===== src/rtl/bram18_byte_packer.sv =====
// Packs a valid/ready byte stream into 16-bit words with per-byte parity and drives one
// write port of an 18-bit-wide block RAM, with a sequential word pointer, full detection and flush.
module bram18_byte_packer #(
    parameter int unsigned DEPTH      = 1024,
    parameter int unsigned PARITY_ODD = 0
) (
    input  logic        CLK,
    input  logic        RST_N,
    input  logic        CLR,
    input  logic        S_VALID,
    output logic        S_READY,
    input  logic [7:0]  S_DATA,
    input  logic        S_LAST,
    output logic        WEN,
    output logic [1:0]  BE,
    output logic [13:0] ADDR,
    output logic [15:0] WDATA,
    output logic [1:0]  WPARITY,
    output logic [10:0] WORD_COUNT,
    output logic        FULL,
    output logic        DONE
);

    localparam logic [10:0] DepthW = 11'(DEPTH);
    localparam logic        PBit   = (PARITY_ODD != 0);

    typedef enum logic {StEmpty, StHold} state_e;

    state_e      state_q, state_d;
    logic [7:0]  low_q, low_d;
    logic        wen_q, wen_d;
    logic [1:0]  be_q, be_d;
    logic [13:0] addr_q, addr_d;
    logic [15:0] wdata_q, wdata_d;
    logic [1:0]  wparity_q, wparity_d;
    logic [10:0] count_q, count_d;
    logic        full_q, full_d;
    logic        done_q, done_d;
    logic [10:0] count_inc;
    logic        hs;

    // FULL is registered together with the write that fills the last slot, so the
    // slot can never be over-committed by a following byte.
    assign S_READY = RST_N & ~full_q & ~CLR;
    assign hs      = S_VALID & S_READY;

    always_comb begin
        state_d   = state_q;
        low_d     = low_q;
        wen_d     = 1'b0;
        be_d      = be_q;
        addr_d    = addr_q;
        wdata_d   = wdata_q;
        wparity_d = wparity_q;
        count_d   = count_q;
        full_d    = full_q;
        done_d    = 1'b0;
        count_inc = count_q + 11'd1;

        if (CLR) begin
            state_d = StEmpty;
            count_d = '0;
            full_d  = 1'b0;
        end else if (hs) begin
            if (state_q == StEmpty && !S_LAST) begin
                low_d   = S_DATA;
                state_d = StHold;
            end else begin
                wen_d   = 1'b1;
                done_d  = S_LAST;
                addr_d  = {count_q[9:0], 4'h0};
                count_d = count_inc;
                full_d  = (count_inc == DepthW);
                state_d = StEmpty;
                if (state_q == StHold) begin
                    be_d      = 2'b11;
                    wdata_d   = {S_DATA, low_q};
                    wparity_d = {^S_DATA ^ PBit, ^low_q ^ PBit};
                end else begin
                    be_d      = 2'b01;
                    wdata_d   = {8'h00, S_DATA};
                    wparity_d = {PBit, ^S_DATA ^ PBit};
                end
            end
        end
    end

    always_ff @(posedge CLK) begin
        if (!RST_N) begin
            state_q   <= StEmpty;
            low_q     <= '0;
            wen_q     <= 1'b0;
            be_q      <= '0;
            addr_q    <= '0;
            wdata_q   <= '0;
            wparity_q <= '0;
            count_q   <= '0;
            full_q    <= 1'b0;
            done_q    <= 1'b0;
        end else begin
            state_q   <= state_d;
            low_q     <= low_d;
            wen_q     <= wen_d;
            be_q      <= be_d;
            addr_q    <= addr_d;
            wdata_q   <= wdata_d;
            wparity_q <= wparity_d;
            count_q   <= count_d;
            full_q    <= full_d;
            done_q    <= done_d;
        end
    end

    assign WEN        = wen_q;
    assign BE         = be_q;
    assign ADDR       = addr_q;
    assign WDATA      = wdata_q;
    assign WPARITY    = wparity_q;
    assign WORD_COUNT = count_q;
    assign FULL       = full_q;
    assign DONE       = done_q;

endmodule

===== config.mk =====
export PLATFORM = sky130hd
export DESIGN_NAME = bram18_byte_packer
export DESIGN_NICKNAME = d
export VERILOG_FILES = /design/src/rtl/bram18_byte_packer.sv
export SDC_FILE = /design/constraint.sdc
export NUM_CORES = 1
export LEC_CHECK = 0
export CORE_AREA = 2 2 56 97
export CTS_BUF_LIST = sky130_fd_sc_hd__clkbuf_4 sky130_fd_sc_hd__clkbuf_8
export DETAILED_ROUTE_END_ITERATION = 16
export DIE_AREA = 0 0 58 99
export GPL_ROUTABILITY_DRIVEN = 0
export PLACE_DENSITY = 0.82
export SYNTH_ARGS = -nofsm -noshare
export SYNTH_HDL_FRONTEND = slang
export SYNTH_SLANG_ARGS = --single-unit
export TNS_END_PERCENT = 100

===== constraint.sdc =====
create_clock -name CLK -period 2 [get_ports CLK]
set_input_delay 0.4 -clock CLK [delete_from_list [all_inputs] [get_ports CLK]]
set_output_delay 0.4 -clock CLK [all_outputs]
set_load 0.03 [all_outputs]

# Word-level counts from Yosys, hierarchy flattened
# Cells that the tools add are included.
dict set report word_totals {
  regBits 53
  out_inout_bits 49
  word_cells 36
}
dict set report op_classes {
  n_addsub 1
  n_eq_ne 1
  mux 5
  bitwise 9
  reduce_logical 10
}
# operator n
set op_table {}
lappend op_table {{2-to-1 mux 16 bit} 1}
lappend op_table {{XOR reduction 8 bit} 2}
lappend op_table {{adder 11 x 1 -> 11 bit (second input constant)} 1}
lappend op_table {{equality test 11 bit (second input constant)} 1}
lappend op_table {{inverter 1 bit} 6}
lappend op_table {{AND reduction 3 bit} 2}
lappend op_table {{2-to-1 mux 2 bit} 2}
lappend op_table {{OR reduction 4 bit} 1}
lappend op_table {{bitwise AND 1 bit} 3}
lappend op_table {{OR reduction 3 bit} 1}
lappend op_table {{2-to-1 mux 1 bit} 2}
lappend op_table {{AND reduction 2 bit} 1}
lappend op_table {{OR reduction 2 bit} 1}
lappend op_table {{logical AND 1 bit} 1}
lappend op_table {{zero test 1 bit} 1}

# Depth between registers and ports, before layout
dict set report depth {
  word_depth 6
  depth_mapped 6
  ltp_nobuf 6
}

# Worst setup path before layout
# No wires, ideal clock.
dict set report synth_path {
  path_type {reg2reg}
  start {register count_q[0] (netlist: WORD_COUNT[0])}
  end {register count_q[8] (netlist: WORD_COUNT[8])}
  setup_ps 70
  t_arrival_ps 1700
  t_required_ps 1930
  path_slack_ps 230
  path_stages_with_launch 6
  path_buffers 0
  synth_period_minus_slack_ps 1770
  cell_sequence {dfxtp_1 ha_1 and4_1 nand3_4 or3_1 a21oi_1}
}
dict set report synth_via {
  elab_chain_cells 1
}
# element line
set synth_lines {}
lappend synth_lines {{from (decl)} 36} ;# logic [10:0] count_q, count_d;
lappend synth_lines {{from (signal assigned)} 108} ;# count_q <= count_d;
lappend synth_lines {{adder 11 x 1 -> 11 bit} 58} ;# count_inc = count_q + 11'd1;
# Every way passes these cells.
# A chain may end at the register's enable or synchronous reset.

# Worst setup path in the final report
dict set report layout_path {
  start {register count_q[4] (netlist: WORD_COUNT[4])}
  end {output port WORD_COUNT[4]}
}
# element line
set layout_rtl {}
lappend layout_rtl {{to (decl)} 19} ;# output logic [10:0] WORD_COUNT,
# No word-level cell between the ends.

==> impl_metrics.ini <==
[status]
status = finished, final reports clean

[cts]
cts.sinks = 53
cts_made_buffers = 5
clk-insertion-delay-late_ps = 310
cts_hold_buffers = 0
cts_tree = done
h-tree-depth = 2
path_clk_slew_ps = 80
cts_root_buf = clkbuf_8
clk_path_buf_depth = 2

[logic_synthesis]
synth_flop_cell = dfxtp_1
ys_ff_latch = 53
ys_top_cells_by_area = dfxtp_1 (44%), nand2_1 (8.7%), xnor2_1 (6.9%), a21boi_0 (5.3%), nand3_1 (3.9%)
synth_area_per_cell_sq_um = 8.745
syn-cell-area_sq_mm = 0.002414
synth_top_area_share_pct = 43.96
syn_inst = 276
yosysWarnings = 0
seq_area_frac_synth_pct = 43.96
synth_cell_types = 36
ys_async_sr_fraction_pct = 0
yosys.area.top_type = dfxtp_1
synth_edf_count = 0

[grt]
overflow = 0
grt_max_degree = 26
grt_pass1_vias = 2018
antenna_found_initial = 0
track_usage_pct = 20.48
grt_pass1_wl_mm = 9.163

[sta]
rsz0062_at_grt = false
hold_viol_final = 0
maxSlewViolCount = 0
max_freq_mhz = 515.8
fin_crit_sh_pct = 96.93
setup_viol = 0
fin_worst_skew_ps = 5.016
fin_crit_ps = 1939
finalSetupTns_ps = 0

[power]
clkPwrFrac_pct = 32.2
p_seq_share_pct = 55.5
p_leak_uw = 0.001196
cellPowerDensity_mw_per_mm2 = 613.5
ir_worst_vdd_mv = 0.5366
intPower_uw = 1470
switching_share_pct = 24.44
combPwrFrac_pct = 12.3
p_switching_uw = 475.5

[floorplan]
initial_core_util_pct = 48.91
io_pins = 62
rows = 34
dieHeight_microns = 99
core_sq_mm = 0.004935
die_x_microns = 58
fp.dieArea_sq_mm = 0.005742

[run]
maxCapViolCount = 0

[routing]
drt-total-wl_mm = 5.478
postRouteAntennaNets = 0
wl_per_cell_microns = 14.05
dr.pass1.iters = 4
num_vias = 2107
drt-initial-drc-count = 80
drc = 0
viasPerCell = 5.403

[critical_path]
crit_path_top_delay_cell = clkdlybuf4s50_1
max_stage_delay_ps = 730
startpoint_type = flop
cp_max_fo = 8
worstPathRequired_ps = 1600
crit_type = flop to primary output
worstPathCellList = clkdlybuf4s50_1
cp.arrival_ps = 1540
cp_top_family = buffers and inverters
critPathCaptureType = primary output
worst-path-buf-inv = 1

[hold_path]
hold_class = flop to flop

[placement]
dp_hpwl_mm = 4.099
io_buffers = 57
place_inst = 383
place_area_sq_mm = 0.003077

[finish]
final_cell_mix = nand2_1 (56), clkdlybuf4s50_1 (54), dfxtp_1 (53)
area_growth_pct = 31.42
instances_no_fill = 390
drive_above_1_share_pct = 8.036
diodes = 0
layout_commonest_cell = nand2_1
nets = 351
fin_area_sq_mm = 0.003172
-- path summary, 6_finish.rpt --
| check | cells after the start | to | slack, ps | startpoint |
|---|---|---|---|---|
| worst max register to register | 6 | FULL | 220 | WORD_COUNT[1] |
| worst max-delay path | 1 | WORD_COUNT[4] | 60 | WORD_COUNT[4] |
| worst min-delay path | 2 | ADDR[11] | 450 | ADDR[11] |
| worst min register to register | 2 | ADDR[11] | 450 | ADDR[11] |
-- sequential cells by signal, indices dropped and copies added (netlist names) --
name / cells
state_q: 1
WDATA: 16
low_q: 8
WPARITY: 2
DONE: 1
WEN: 1
FULL: 1
ADDR: 10
BE: 2
WORD_COUNT: 11
-- power by group through the flow --
| stage | combinational (uW) | sequential (uW) | clock, uW |
|---|---|---|---|
| floorplan | 127 | 1130 | 0 |
| global placement | 237 | 1110 | 0 |
| detailed placement | 240 | 1110 | 0 |
| CTS | 240 | 1080 | 631 |
| global route | 257 | 1080 | 664 |
| finish | 239 | 1080 | 626 |
-- per-stage QoR --
step / hold slack, ps / setup slack (ps) / utilization, % / power, uW
6_report: 454.7 / 61.34 / 64.27 / 1946
5_1_grt: 478.1 / 27.96 / 64.27 / 2004
4_1_cts: 458.4 / 19.66 / 64.17 / 1953
3_5_place_dp: 446.5 / 35.50 / 62.35 / 1346
3_3_place_gp: 441.1 / 78.37 / 62.35 / 1343
2_1_floorplan: 468.8 / 230.4 / - / 1256
-- what timing repair did --
item | CTS | global route
setup buffers | 0 | 0
resized for setup | 0 | 2
endpoints found under the setup margin | 0 | 2
-- synthesized netlist by cell type (4+ instances only) --
library cell,count
nand2_1,56
o211a_1,8
o21ai_0,5
clkbuf_1,9
dfxtp_1,53
nand3_1,19
buf_2,9
nor2_1,14
xor2_1,7
a21boi_1,10
mux2i_1,8
buf_4,4
nand4_1,5
a21boi_0,17
xnor2_1,19
a21oi_1,4
-- cell type report --
cell class / instances / area [sq um]
Multi-Input combinational cell: 201 / 1239
Sequential cell: 53 / 1061
Fill cell: 439 / 1763
Timing Repair Buffer: 72 / 698.2
Clock buffer: 7 / 90.09
Tap cell: 54 / 67.56
Inverter: 3 / 16.27
-- cells by family after synthesis --
family | share of synthesized area [%]
AOI/OAI and AO/OA | 15.91
buffers and inverters | 5.184
xor gates and xnor gates | 9.435
other | 0.1554
adders and majority gates | 1.037
muxes | 3.784
DFF | 43.96
and+or+nand+nor | 20.53
-- metal layers --
| metal | vias to the layer above | track usage [%] | wire length [microns] |
|---|---|---|---|
| li1 | 1035 | - | - |
| met1 | 990 | 22.30 | 2064 |
| met2 | 68 | 36.54 | 2956 |
| met3 | 14 | 4.068 | 285 |
| met4 | 0 | 9.839 | 171 |
| met5 | - | 0 | 0 |
(Power assumes the default switching activity.)
